### src/rtl/branch_predictor_pkg.sv
// rtl/branch_predictor_pkg.sv - shared types and constants for the fetch-stage branch predictor
package branch_predictor_pkg;

  typedef logic [31:0] word_t;

  // Tag is stored zero-extended to the widest possible tag (pc[31:2]).
  typedef struct packed {
    logic        valid;
    logic [29:0] tag;
    word_t       target;
    logic [1:0]  cnt;
  } btb_entry_t;

  localparam logic [1:0] CNT_WEAK_NT = 2'b01;
  localparam logic [1:0] CNT_WEAK_T  = 2'b10;

  function automatic word_t pc_plus4(word_t pc);
    return pc + 32'd4;
  endfunction

endpackage

### src/rtl/branch_predictor_sat_counter.sv
// rtl/branch_predictor_sat_counter.sv - 2-bit saturating counter next-state logic
module bp_sat_counter (
  input  logic [1:0] cnt,
  input  logic       taken,
  output logic [1:0] cnt_next
);

  always_comb begin
    cnt_next = cnt;
    if (taken) begin
      if (cnt != 2'b11) cnt_next = cnt + 2'd1;
    end else begin
      if (cnt != 2'b00) cnt_next = cnt - 2'd1;
    end
  end

endmodule

### src/rtl/branch_predictor.sv
// rtl/branch_predictor.sv - direct-mapped BTB with 2-bit counters, mispredict detect and stats
module branch_predictor
  import branch_predictor_pkg::*;
#(
  parameter int BTB_ENTRIES = 16,
  parameter int STAT_W      = 16
) (
  input  logic              CLK,
  input  logic              RST,
  input  logic [31:0]       fetch_pc,
  output logic              predict_taken,
  output logic [31:0]       predict_target,
  input  logic              ex_branch,
  input  logic              ex_en,
  input  logic              halt,
  input  logic [31:0]       ex_pc,
  input  logic              ex_taken,
  input  logic [31:0]       ex_target,
  input  logic              ex_pred_taken,
  input  logic [31:0]       ex_pred_target,
  output logic              mispredict,
  output logic [31:0]       correct_pc,
  output logic [STAT_W-1:0] stat_branches,
  output logic [STAT_W-1:0] stat_mispredicts
);

  localparam int IDX = $clog2(BTB_ENTRIES);

  btb_entry_t btb [BTB_ENTRIES];

  logic [IDX-1:0] f_idx, e_idx;
  logic [29:0]    f_tag, e_tag;
  logic           f_hit, e_hit, commit;
  logic [1:0]     cnt_next;

  assign f_idx = fetch_pc[IDX+1:2];
  assign e_idx = ex_pc[IDX+1:2];
  assign f_tag = 30'(fetch_pc[31:IDX+2]);
  assign e_tag = 30'(ex_pc[31:IDX+2]);

  assign f_hit = btb[f_idx].valid && (btb[f_idx].tag == f_tag);
  assign e_hit = btb[e_idx].valid && (btb[e_idx].tag == e_tag);

  // Lookup reads the registered table only, so a same-cycle update is not bypassed.
  assign predict_taken  = f_hit && btb[f_idx].cnt[1];
  assign predict_target = f_hit ? btb[f_idx].target : pc_plus4(fetch_pc);

  assign mispredict = ex_branch &&
                      ((ex_taken != ex_pred_taken) ||
                       (ex_taken && (ex_target != ex_pred_target)));
  assign correct_pc = ex_taken ? ex_target : pc_plus4(ex_pc);

  assign commit = ex_branch && ex_en && !halt;

  bp_sat_counter u_cnt (
    .cnt      (btb[e_idx].cnt),
    .taken    (ex_taken),
    .cnt_next (cnt_next)
  );

  always_ff @(posedge CLK) begin
    if (RST) begin
      for (int i = 0; i < BTB_ENTRIES; i++) begin
        btb[i] <= '{valid: 1'b0, tag: '0, target: '0, cnt: CNT_WEAK_NT};
      end
      stat_branches    <= '0;
      stat_mispredicts <= '0;
    end else if (commit) begin
      if (e_hit) begin
        btb[e_idx].cnt <= cnt_next;
        if (ex_taken) btb[e_idx].target <= ex_target;
      end else if (ex_taken) begin
        btb[e_idx] <= '{valid: 1'b1, tag: e_tag, target: ex_target, cnt: CNT_WEAK_T};
      end
      if (stat_branches != '1) stat_branches <= stat_branches + 1'b1;
      if (mispredict && (stat_mispredicts != '1))
        stat_mispredicts <= stat_mispredicts + 1'b1;
    end
  end

endmodule

### config.mk
export PLATFORM = sky130hd
export DESIGN_NAME = branch_predictor
export DESIGN_NICKNAME = d
export VERILOG_FILES = /design/src/rtl/branch_predictor_pkg.sv /design/src/rtl/branch_predictor_sat_counter.sv /design/src/rtl/branch_predictor.sv
export SDC_FILE = /design/constraint.sdc
export NUM_CORES = 2
export LEC_CHECK = 0
export ABC_AREA = 1
export ABC_CLOCK_PERIOD_IN_PS = 9400
export CORE_MARGIN = 5
export CORE_UTILIZATION = 35
export CTS_CLUSTER_SIZE = 30
export DETAILED_ROUTE_END_ITERATION = 10
export PLACE_DENSITY = 0.56
export SYNTH_ARGS = -nofsm -noshare
export SYNTH_HDL_FRONTEND = slang
export SYNTH_SLANG_ARGS = --single-unit
export TNS_END_PERCENT = 30
### constraint.sdc
create_clock -name CLK -period 9.4 [get_ports CLK]
set_input_delay 1.41 -clock CLK [delete_from_list [all_inputs] [get_ports CLK]]
set_output_delay 1.41 -clock CLK [all_outputs]
set_load 0.1 [all_outputs]
* Yosys cells after proc, flatten, opt, wreduce, memory -nomap -nowiden
Memory sizes are Yosys's and may differ from the RTL's.
Cells that the tools add are included.
** Storage, ports and cells
- Memories kept :: 1
- Flip-flop bits (word level) :: 32
- Logic and storage cells :: 57
- Input port bits :: 135
- Bits in writable memories :: 976
- Output and inout port bits :: 98
** Memories
- btb :: depth 16, width 61, read ports 2, clocked after Yosys merged registers in 0, write ports 16, line branch_predictor.sv:29 : btb_entry_t btb [BTB_ENTRIES];
** Operators by class
- Bitwise gates (word level) :: 2
- Equal/unequal tests :: 7
- Add/subtract/negate cells :: 6
- Mux-type cells :: 25
- Reduce and logical (&&, ||, !) cells :: 14
** Operators by type and width (count)
- 2-to-1 mux 32 bit :: 3
- adder 32 x 3 -> 32 bit, second input constant :: 2
- 2-to-1 mux 61 bit :: 1
- OR reduction 61 bit :: 1
- == test 30 x 26 -> 1 bit :: 2
- adder 16 x 1 -> 16 bit, second input constant :: 2
- != test 16 bit, second input constant :: 2
- != test 32 bit :: 1
- 2-to-1 mux 1 bit :: 15
- logical AND 1 bit :: 8
- 2-to-1 mux 2 bit :: 4
- 2-to-1 mux 4 bit :: 1
- AND reduction 2 bit :: 2
- 2-to-1 mux 3 bit :: 1
- adder 2 x 1 -> 2 bit, second input constant :: 1
- != test 2 bit, second input constant :: 1
- bitwise OR 1 bit :: 2
- nonzero test 2 bit :: 1
- subtractor 2 x 1 -> 2 bit, second input constant :: 1
- zero test 1 bit :: 1
- logical OR 1 bit :: 1
- != test 1 bit :: 1

* Logic depth before layout (Yosys ltp)
An unclocked memory read counts as a cell.
- Word-level depth :: 10
- Mapped depth :: 23
- Mapped depth without buffers :: 20

* Hierarchy
From an unflattened synthesis, not the netlist that was laid out.
** Second synthesis, totals
- Cell total of the unflattened synthesis :: 6343
- Area total of the unflattened synthesis :: 53197.3 sq um
** By module, submodules not included
- branch_predictor :: instances 1, cells an instance 6337, area an instance 53172.2 sq um, sequential area each 29788.6 sq um
- bp_sat_counter :: instances 1, cells an instance 6, area an instance 25.0 sq um, sequential area each 0.0 sq um

* Worst setup path after synthesis
OpenSTA, ideal clock, no wires.
- Path kind :: input-to-output
- Start point :: input port fetch_pc[2]
- End point :: output port predict_target[2]
- Buffers on the path :: 6
- Slack :: 2.822 ns
- Arrival time :: 5.168 ns
- Stages on the path :: 15
- Required time :: 7.990 ns
- Cells stage by stage :: buf_4 buf_2 buf_2 buf_2 o211ai_1 nand3_1 nand3_1 nand4_1 nand4_1 nor2_1 nand3_1 nor2_1 buf_4 buf_4 o21ai_0
** Between the ends
- Cells in the longest elaborated chain, start to end :: 4
- Elaborated cells on any way between the ends :: 5
- Those cells by class :: add/sub (1); eq/ne (1); mux (1); reduce/logical (1); memory (1)
** Ends and longest elaborated chain
- start: declaration :: line branch_predictor.sv:10 : input logic [31:0] fetch_pc,
- memory read (16 x 61 bit)
- == test 30 x 26 -> 1 bit :: line branch_predictor.sv:41 : assign f_hit = btb[f_idx].valid && (btb[f_idx].tag == f_tag);
- logical AND 1 bit :: line branch_predictor.sv:41
- 2-to-1 mux 32 bit * :: line branch_predictor.sv:46 : assign predict_target = f_hit ? btb[f_idx].target : pc_plus4(fetch_pc);
- end: declaration :: line branch_predictor.sv:12 : output logic [31:0] predict_target,
Every way passes the cells marked *; elsewhere a longest branch is shown, timed or not.

* Worst setup path after layout
- Start point :: input port fetch_pc[5]
- End point :: output port predict_taken
** Between the ends
- Cells in the longest elaborated chain, start to end :: 4
** Ends and longest elaborated chain
- memory read (16 x 61 bit) *
- == test 30 x 26 -> 1 bit :: line branch_predictor.sv:41
- logical AND 1 bit :: line branch_predictor.sv:41
- logical AND 1 bit * :: line branch_predictor.sv:45 : assign predict_taken = f_hit && btb[f_idx].cnt[1];
- end: declaration :: line branch_predictor.sv:11 : output logic predict_taken,
Marks and branches as above.

==> impl_metrics.toml <==
[cells_and_area]
diodes = 0
multi_input_area_sq_um = 19580
fill_cells = 15230
nets = 6481
syn_to_final_growth_pct = 13.36
final_common_cell = "nor2_1"
fin_util_pct = 39.84
seqCellArea_sq_um = 29790
drive_gt1_share_pct = 5.891
layout_common_cells = "1563 x nor2_1, 1202 x nand2_1, 960 x edfxtp_1, 601 x o21ai_0, 443 x inv_1"

[worst_setup_path]
cpPeakStageDelay_ns = 0.84
required_ns = 7.99
crit_path_frequent_cell = "nand2_1"
reg2reg_to = "btb[4][51]$_DFFE_PP_"
cpMaxStageDelayCell = "buf_4"
cp_cell_sequence = "clkdlybuf4s50_1 -> inv_2 -> nor2_4 -> buf_4 -> nand2_1 -> nand2_1 -> inv_1 -> nand3_1 -> and3_1 -> nand2_1 -> nor2_1 -> nand2_1 -> nor2_4 -> inv_1 -> nor2_1 -> buf_4"
critPathLaunch = "fetch_pc[5]"
worstPathMaxFanout = 46
worst-setup-path-type = "in -> out"
cp-end-kind = "output port"
rr_worst_depth = 16
cp-endpoint = "predict_taken"
reg2reg_from = "btb[8][49]$_DFFE_PP_"
cp-start-kind = "input pin"
crit_arrival_ns = 6.19
reg2reg_slack_ns = 4.70

[synth]
netlist_area_sq_um = 53260
synthCells = 6335
synth-edff-count = 960
synth_cell_types = 48
synth_flop_cell = "edfxtp_1"
synthArstFlopShare_pct = 0
synth_seq_cells = 1008
synth_nets = 6477
yosysSeqAreaShare_pct = 55.93
synth.avg_cell_area_sq_um = 8.407
yosysWarnings = 0

[placement]
place.port_buffers = 232
routabilityCongestion = 0.9686
hpwl_mm = 136.5

[clock_network]
insertion_delay_ns = 0.75
cts_tree = "built"
clk_pin_slew_ns = 0.06
clk_path_buf_depth = 3
clock_sinks = 1008
root_buffer = "clkbuf_16"
cts_made_buffers = 107
cts_hold_buffers = 0
post-cts-setup-buffer-count = 0
post_cts_resized = 0
h-tree-depth = 3

[routing]
first_pass_iters = 6
drc = 0
drt_iter0_markers = 6405
dr_total_vias = 46810
ant_nets = 0
wl_mm = 214.7
wire_per_inst_microns = 25.37
vias_per_cell = 5.531

[global_route]
grt_max_degree = 168
grt_use_total_pct = 26.16
grt_pass1_wl_mm = 305.8
grt_pass1_vias = 43730
antenna_found_initial = 4
grt.overflow.total = 0

[timing]
tns_ns = 0
layout_min_cycle_time_ns = 7.596
drv_slew = 0
fin_worst_skew_ns = 0.02768
period_share_pct = 80.80
relSlewSlack_pct = 20.29
max_freq_mhz = 131.7
rsz0062_at_grt = "false"
tightest_slew_ns = 1.191
hold_viol_final = 0
setup_viol_count_final = 0

[floorplan]
initial_utilization_pct = 35.14
io_pins = 233
core_area_sq_um = 151500
die_area_sq_um = 160100
die_w_microns = 400.1
row_count = 143
chipHeight_microns = 400.1

[run_status]
status = "complete, no violations"

[power]
powerDensity_nw_per_um2 = 179.9
peakVddDrop_uv = 131.6
p_total_mw = 10.86
power_leakage_nw = 23.46

[hold_path]
hp-class = "reg -> reg"
worstHoldStart = "btb[11][60]$_SDFFE_PN1P_"

[flow_run]
drv_cap = 0
[metrics by stage]
step | worst slack [ns] | hold WS (ns) | cell area [sq um] | instances
finish | 1.804 | 0.4742 | 60370 | 8463
global route | 1.583 | 0.4836 | 60370 | 8463
CTS | 1.916 | 0.4716 | 60370 | 8463
detailed placement | 1.921 | 0.4615 | 57020 | 8260
global placement | 1.971 | 0.4607 | 57020 | 8260
floorplan | 2.822 | 0.4453 | 53260 | 6335
[where the power goes]
group	switching, mW	internal (mW)
registers	0.0696	5.13
clock network	1.87	2.26
logic	1.17	0.354
[synthesized netlist by cell type, types with 54 or more instances]
master / n / area share [%]
nor2_1: 1568 / 11
nand2_1: 1219 / 8.6
edfxtp_1: 960 / 54
o21ai_0: 601 / 5.6
inv_1: 446 / 3.1
nand3_1: 290 / 2.7
clkbuf_1: 230 / 1.6
a21oi_1: 198 / 1.9
buf_2: 127 / 1.2
o211ai_1: 89 / 1.3
o22ai_1: 83 / 0.97
xor2_1: 62 / 1.0
buf_1: 55 / 0.39
o221ai_1: 54 / 0.89
[layout make-up]
class,count,area share (%)
Sequential cell,1008,49.34
Multi-Input combinational cell,4368,32.43
Timing Repair Buffer,349,5.305
Clock buffer,140,4.810
Tap cell,2030,4.207
Inverter,505,3.171
Clock inverter,63,0.7398
[per-layer routing]
metal | GRT usage (%) | wire (microns) | share of wire [%] | vias up
met3 | 6.513 | 26160 | 12 | 346
met1 | 38.26 | 91730 | 43 | 22670
met2 | 38.37 | 90670 | 42 | 2774
met5 | 0 | 23 | 0.011 | -
met4 | 7.492 | 6074 | 2.8 | 4
li1 | - | - | - | 21020
[logic make-up (layout without fill, tap and decap cells)]
| logic type | count (synthesis) | after routing | synth area share (%) |
|---|---|---|---|
| AOI/OAI and AO/OA | 1090 | 1090 | 11.44 |
| xor gates and xnor gates | 76 | 76 | 1.250 |
| adders and majority gates | 8 | 8 | 0.1832 |
| buffers and inverters | 959 | 1057 | 7.443 |
| DFF | 1008 | 1008 | 55.93 |
| and+or+nand+nor | 3194 | 3194 | 23.75 |
[critical path, delay by kind of cell]
family,cells,cell delay (ns)
buf+inv,6,2.53
simple gates,10,2.15
[registers in the layout, indices dropped and copies added (netlist names)]
name	cells
stat_branches	16
btb	976
stat_mispredicts	16
[how the worst min path moves through the flow]
stage                                           to  slack (ns)  cells past startpoint
final                     btb[11][60]$_SDFFE_PN1P_        0.47                      2
after global placement     btb[3][60]$_SDFFE_PN1P_        0.46                      2
after detailed placement  btb[11][60]$_SDFFE_PN1P_        0.46                      2
after CTS                 btb[11][60]$_SDFFE_PN1P_        0.47                      2
after floorplan           btb[11][60]$_SDFFE_PN1P_        0.45                      2
after global routing      btb[11][60]$_SDFFE_PN1P_        0.48                      2
Power figures use the tool's default switching activity.
